### src/rtl/pf_pkg.sv
// Shared types and default configuration for the indirect prefetch engine.
package pf_pkg;

  typedef enum logic [1:0] {
    IDLE  = 2'd0,
    REQ   = 2'd1,
    WAIT  = 2'd2,
    DRAIN = 2'd3
  } pf_state_e;

  localparam int PF_ADDR_W     = 32;
  localparam int PF_CNT_W      = 16;
  localparam int PF_FIFO_DEPTH = 4;
  localparam int PF_IDX_STRIDE = 4;

endpackage

### src/rtl/pf_idx_fifo.sv
// Synchronous index buffer between the index-load side and the prefetch issue side.
module pf_idx_fifo
  import pf_pkg::*;
#(
  parameter int W     = PF_ADDR_W,
  parameter int DEPTH = PF_FIFO_DEPTH
) (
  input  logic         clk,
  input  logic         reset,
  input  logic         flush,
  input  logic         push,
  input  logic [W-1:0] push_data,
  input  logic         pop,
  output logic [W-1:0] head,
  output logic         full,
  output logic         empty
);

  localparam int AW = $clog2(DEPTH);

  logic [W-1:0] mem_q [DEPTH];
  logic [AW:0]  wr_q, wr_d;
  logic [AW:0]  rd_q, rd_d;

  always_comb begin
    wr_d = wr_q;
    rd_d = rd_q;
    if (flush) begin
      wr_d = '0;
      rd_d = '0;
    end else begin
      if (push) wr_d = wr_q + (AW+1)'(1);
      if (pop)  rd_d = rd_q + (AW+1)'(1);
    end
  end

  always_ff @(posedge clk or posedge reset) begin
    if (reset) begin
      wr_q <= '0;
      rd_q <= '0;
    end else begin
      wr_q <= wr_d;
      rd_q <= rd_d;
    end
  end

  // Storage carries no reset; the engine masks head while empty.
  always_ff @(posedge clk) begin
    if (push && !flush) mem_q[wr_q[AW-1:0]] <= push_data;
  end

  assign head  = mem_q[rd_q[AW-1:0]];
  assign empty = (wr_q == rd_q);
  assign full  = (wr_q[AW] != rd_q[AW]) && (wr_q[AW-1:0] == rd_q[AW-1:0]);

endmodule

### src/rtl/indirect_prefetch_engine.sv
// Walks an index array, buffers loaded indices and issues target-array prefetches.
// Optional PF_PERF_CNT_EN enables the accepted-prefetch counter.
module indirect_prefetch_engine
  import pf_pkg::*;
#(
  parameter int ADDR_W     = PF_ADDR_W,
  parameter int CNT_W      = PF_CNT_W,
  parameter int FIFO_DEPTH = PF_FIFO_DEPTH,
  parameter int IDX_STRIDE = PF_IDX_STRIDE
) (
  input  logic              clk,
  input  logic              reset,
  input  logic              trigger,
  input  logic              abort,
  input  logic [ADDR_W-1:0] idx_base_i,
  input  logic [ADDR_W-1:0] tgt_base_i,
  input  logic [CNT_W-1:0]  count_i,
  input  logic [2:0]        elem_shift_i,
  output logic              cache_data_req_o,
  output logic [ADDR_W-1:0] cache_r_addr_o,
  input  logic              wait_cache,
  input  logic              cache_data_ready,
  input  logic [ADDR_W-1:0] cache_data_i,
  output logic              pf_req_o,
  output logic [ADDR_W-1:0] pf_addr_o,
  input  logic              pf_ack_i,
  output logic              busy_o,
  output logic              done_o,
  output logic [CNT_W-1:0]  pf_issued_cnt_o
);

  pf_state_e         state_q, state_d;
  logic [ADDR_W-1:0] idx_base_q, idx_base_d;
  logic [ADDR_W-1:0] tgt_base_q, tgt_base_d;
  logic [CNT_W-1:0]  count_q, count_d;
  logic [2:0]        shift_q, shift_d;
  logic [CNT_W-1:0]  i_q, i_d, i_nxt;
  logic              done_q, done_d;

  logic              fifo_push, fifo_pop, fifo_flush;
  logic              fifo_full, fifo_empty;
  logic [ADDR_W-1:0] fifo_head;

  assign i_nxt = i_q + CNT_W'(1);

  always_comb begin
    state_d          = state_q;
    idx_base_d       = idx_base_q;
    tgt_base_d       = tgt_base_q;
    count_d          = count_q;
    shift_d          = shift_q;
    i_d              = i_q;
    done_d           = 1'b0;
    cache_data_req_o = 1'b0;
    fifo_push        = 1'b0;
    fifo_flush       = 1'b0;
    case (state_q)
      IDLE: begin
        if (trigger) begin
          idx_base_d = idx_base_i;
          tgt_base_d = tgt_base_i;
          count_d    = count_i;
          shift_d    = elem_shift_i;
          i_d        = '0;
          if (count_i == '0) done_d  = 1'b1;
          else               state_d = REQ;
        end
      end
      REQ: begin
        // A free slot is reserved here, so the later push can never overflow.
        if (!fifo_full && !wait_cache) begin
          cache_data_req_o = 1'b1;
          state_d          = WAIT;
        end
      end
      WAIT: begin
        if (cache_data_ready) begin
          fifo_push = 1'b1;
          i_d       = i_nxt;
          state_d   = (i_nxt < count_q) ? REQ : DRAIN;
        end
      end
      DRAIN: begin
        if (fifo_empty) begin
          done_d  = 1'b1;
          state_d = IDLE;
        end
      end
      default: state_d = IDLE;
    endcase
    if (abort) begin
      state_d          = IDLE;
      fifo_flush       = 1'b1;
      fifo_push        = 1'b0;
      done_d           = 1'b0;
      cache_data_req_o = 1'b0;
    end
  end

  always_ff @(posedge clk or posedge reset) begin
    if (reset) begin
      state_q    <= IDLE;
      idx_base_q <= '0;
      tgt_base_q <= '0;
      count_q    <= '0;
      shift_q    <= '0;
      i_q        <= '0;
      done_q     <= 1'b0;
    end else begin
      state_q    <= state_d;
      idx_base_q <= idx_base_d;
      tgt_base_q <= tgt_base_d;
      count_q    <= count_d;
      shift_q    <= shift_d;
      i_q        <= i_d;
      done_q     <= done_d;
    end
  end

  pf_idx_fifo #(
    .W    (ADDR_W),
    .DEPTH(FIFO_DEPTH)
  ) u_fifo (
    .clk      (clk),
    .reset    (reset),
    .flush    (fifo_flush),
    .push     (fifo_push),
    .push_data(cache_data_i),
    .pop      (fifo_pop),
    .head     (fifo_head),
    .full     (fifo_full),
    .empty    (fifo_empty)
  );

  assign fifo_pop       = pf_req_o & pf_ack_i;
  assign pf_req_o       = !fifo_empty;
  assign pf_addr_o      = fifo_empty ? '0 : tgt_base_q + (fifo_head << shift_q);
  assign cache_r_addr_o = idx_base_q + ADDR_W'(i_q) * ADDR_W'(IDX_STRIDE);
  assign busy_o         = (state_q != IDLE);
  assign done_o         = done_q;

`ifdef PF_PERF_CNT_EN
  logic [CNT_W-1:0] pf_cnt_q, pf_cnt_d;
  logic             start;

  assign start = (state_q == IDLE) && trigger && !abort;

  always_comb begin
    pf_cnt_d = pf_cnt_q;
    if (start)                           pf_cnt_d = '0;
    else if (fifo_pop && pf_cnt_q != '1) pf_cnt_d = pf_cnt_q + CNT_W'(1);
  end

  always_ff @(posedge clk or posedge reset) begin
    if (reset) pf_cnt_q <= '0;
    else       pf_cnt_q <= pf_cnt_d;
  end

  assign pf_issued_cnt_o = pf_cnt_q;
`else
  assign pf_issued_cnt_o = '0;
`endif

endmodule

### config.mk
export PLATFORM = sky130hd
export DESIGN_NAME = indirect_prefetch_engine
export DESIGN_NICKNAME = d
export VERILOG_FILES = /design/src/rtl/pf_pkg.sv /design/src/rtl/pf_idx_fifo.sv /design/src/rtl/indirect_prefetch_engine.sv
export SDC_FILE = /design/constraint.sdc
export NUM_CORES = 1
export LEC_CHECK = 0
export BUFFER_PORTS_ARGS = -buffer_cell sky130_fd_sc_hd__buf_2
export CAP_MARGIN = 20
export CORE_ASPECT_RATIO = 1.25
export CORE_MARGIN = 2
export CORE_UTILIZATION = 44
export DETAILED_ROUTE_END_ITERATION = 12
export SETUP_SLACK_MARGIN = 0.05
export SLEW_MARGIN = 20
export SYNTH_ARGS = -nofsm -noshare
export SYNTH_HDL_FRONTEND = slang
export SYNTH_SLANG_ARGS = --single-unit
### constraint.sdc
create_clock -name clk -period 5.6 [get_ports clk]
set_input_delay 1.4 -clock clk [delete_from_list [all_inputs] [get_ports clk]]
set_output_delay 1.4 -clock clk [all_outputs]
set_load 0.1 [all_outputs]
==> results.py <==
metrics = {
    "yosys": {
        "netlist_top_cells_area": "edfxtp_1, dfrtp_1, mux2_2, ha_1, mux4_2",
        "edff_count_synth": 128,
        "synth.yosys.warnings": 0,
        "yosys.area.top_type_share": 0.279,
        "synth_common_cells": "edfxtp_1, mux2_2, dfrtp_1",
        "ys_seq_elements": 236,
        "synthArstFlopShare": 0.458,
        "synth.cell_area_um2": 13800,
        "synth_area_leader_cell": "edfxtp_1",
        "synth.yosys.seq_area_share": 0.476,
        "synthDistinctLibCells": 68,
        "synth-main-ff-cell": "edfxtp_1",
        "post_synth.cell_area_avg_um2": 12.1,
        "most_repeated_cell_in_the_gate_level_netlist_after_synthesis": "edfxtp_1",
        "post_synthesis_cell_count": 1135,
    },
    "die": {
        "vert_die_dim_um": 202,
        "initial_util": 0.445,
        "die_width_um": 162,
        "placeable_core_area_um2": 30900,
        "io_pins": 206,
        "row_count": 72,
        "design.die.area_um2": 32700,
    },
    "drt": {
        "via_per_inst": 5.40,
        "avgRoutedWirePerCell_um": 18.7,
        "detail_route.first_pass.iterations": 5,
        "antenna_left": 0,
        "route.detailed.drc": 0,
        "drt_iter0_markers": 554,
        "finalWirelength_um": 33800,
        "vias_post_dr": 9728,
    },
    "grt": {
        "grt_start_max_net_pins": 66,
        "antenna_found_initial": 2,
        "globalRouteOverflowTotal": 0,
        "first_pass_grt_wire_length_um": 53300,
        "groute.usage.overall": 0.205,
        "vias_in_the_first_global_route": 9835,
    },
    "placement": {
        "place_ws_ns": 0.00495,
        "portBuffers": 189,
        "gp_routability_congestion": 0.872,
        "placed_area_um2": 15700,
        "hpwlAfterDp_um": 24700,
    },
    "timing": {
        "final_hold_viol_count": 0,
        "worst_pin_slew_ns": 0.872,
        "min_period_ns": 5.86,
        "worst_slew_margin_relative_to_its_limit": 0.419,
        "final_critical_path_setup_slack_ns": -0.262,
        "post-route-period-util": 1.05,
        "rsz0062_at_grt": "yes",
        "fmax_mhz": 171,
        "finalClockSkew_ns": 0.0196,
        "final.hold.worst_slack_ns": 0.504,
        "final_setup_vio_count": 12,
        "slew_viols_final": 0,
    },
    "cells_and_area": {
        "fin_util": 0.567,
        "final_layout_size_suffix_gt1_frac": 0.412,
        "flow.area_growth_from_synthesis_pct": 27.5,
        "design_area_um2": 17500,
        "fin_nets": 1572,
    },
    "cts": {
        "tritoncts.num_buffers": 25,
        "clk_pin_slew_worst_paths_ns": 0.06,
        "clkSinkCount": 236,
        "clock_tree.buffer_depth": 3,
        "worstSkewPairLatency_ns": 0.54,
        "cts-root-buf": "clkbuf_16",
        "post_cts_hold_buffer_count": 0,
        "cts_tree": "done",
        "clock_tree.htree_level_count": 1,
    },
    "setup_path": {
        "r2r_start": "i_q[0]",
        "timing.critical_path.mode_cell": "buf_8",
        "arrival_time_of_the_worst_setup_path_ns": 4.46,
        "crit_path_end_kind": "output port",
        "critPathMaxStageDelay_ns": 0.55,
        "startpoint_type": "register",
        "worstSetupPathType": "register to output port",
        "critical_path_s_top_delay_family": "compound AO/OA/AOI/OAI gates",
        "critPathSlowestCell": "mux4_2",
        "path_cells": "buf_6 > buf_16 > buf_8 > mux4_2 > mux2i_2 > mux2_4 > mux2i_1 > ha_1 > buf_4 > nand4_1 > a211o_1 > o221ai_2 > nand3_2 > o31ai_4 > nor2_1 > a221o_1 > buf_8",
        "worstPathBufferInverterCount": 5,
        "cp_max_fanout": 8,
        "worstPathRequired_ns": 4.20,
        "worstSetupStartpoint": "u_fifo.rd_q[0]",
    },
    "status": {
        "failing_checks": "negative setup slack",
        "outcome": "finished with violations",
    },
    "min_path": {
        "holdCritPathClass": "register to register",
        "worst_hold_startpoint": "idx_base_q[1]",
    },
    "run": {
        "max-cap-violations": 0,
    },
}
[logic make-up after synthesis]
family          after synthesis  synth area share
compound gates              199            0.0966
xor+xnor                     73            0.0465
fa+ha+maj                    75            0.0693
buf+inv                     112            0.0368
flops                       236             0.476
mux                         205             0.192
other cells                   1          0.000273
simple gates                234            0.0825
[cell type report]
type | count | area (um^2)
diodes | 2 | 5.00
clock buffers | 37 | 701
clock inverters | 9 | 126
fillers | 2561 | 13400
inverters | 42 | 160
multi-input cells | 802 | 7440
flip-flops and latches | 236 | 6550
well taps | 407 | 509
repair buffers | 268 | 2040
[layer usage]
metal | part of all wire | wire length, um | global-route usage
met1 | 0.43 | 14600 | 0.272
met3 | 0.051 | 1730 | 0.0324
met2 | 0.49 | 16600 | 0.349
met5 | 0 | 0 | 0
met4 | 0.024 | 799 | 0.0553
[flip-flops by register name (all words and copies together) (netlist names)]
register and flops:
u_fifo.wr_q 3, tgt_base_q 32, u_fifo.mem_q 128, count_q 16
state_q 2, u_fifo.rd_q 3, idx_base_q 32, shift_q 3
done_o 1, i_q 16
[worst register-to-register path, cell delays in order, from the launching register on]
cell and delay (ns):
dfrtp_1 0.48, nand3_1 0.13, nor2_1 0.26, nand3_1 0.28
nor2_1 0.24, xor2_1 0.24, ha_1 0.29, a21oi_1 0.15
nor2b_1 0.06, o21ai_0 0.15, nand2b_1 0.08, a211oi_1 0.23
o21ai_0 0.13, a21oi_1 0.23, o21ai_1 0.10
[path summary, 6_finish.rpt]
check | end | slack (ns) | cells past startpoint
min in group asynchronous | tgt_base_q[25] | 1.03 | 2
max in group asynchronous | u_fifo.rd_q[0] | 3.63 | 3
worst min register to register | idx_base_q[1] | 0.50 | 1
worst max-delay path | pf_addr_o[29] | -0.26 | 17
worst min-delay path | idx_base_q[1] | 0.50 | 1
worst max register to register | state_q[1] | 2.44 | 14
[repair_timing]
item | CTS | global route
setup endpoints to repair | 18 | 19
pin swaps | 14 | 37
gates cloned | 1 | 0
gates resized for setup | 52 | 81
buffers inserted | 18 | 24
[metrics by stage]
stage                     setup TNS, ns  cells
after global routing              -4.30   1803
after detailed placement              0   1713
final                             -1.42   1803
after global placement                0   1713
after CTS                         -1.63   1778
after floorplan                  -0.191   1150
[cell usage in the layout (no fill, tap or decap), types with 25 or more instances in the layout]
| master | count |
|---|---|
| dfrtp_1 | 105 |
| clkbuf_16 | 25 |
| inv_1 | 38 |
| xnor2_1 | 39 |
| mux2_2 | 98 |
| a21oi_1 | 38 |
| mux2i_1 | 36 |
| xor2_1 | 31 |
| nand2_1 | 51 |
| buf_4 | 67 |
| buf_12 | 30 |
| nor2_1 | 51 |
| mux4_2 | 36 |
| ha_1 | 67 |
| edfxtp_1 | 128 |
| buf_2 | 162 |
Power is not shown: default switching activity piles up to over one toggle a cycle in this logic, so the estimate is an artifact.
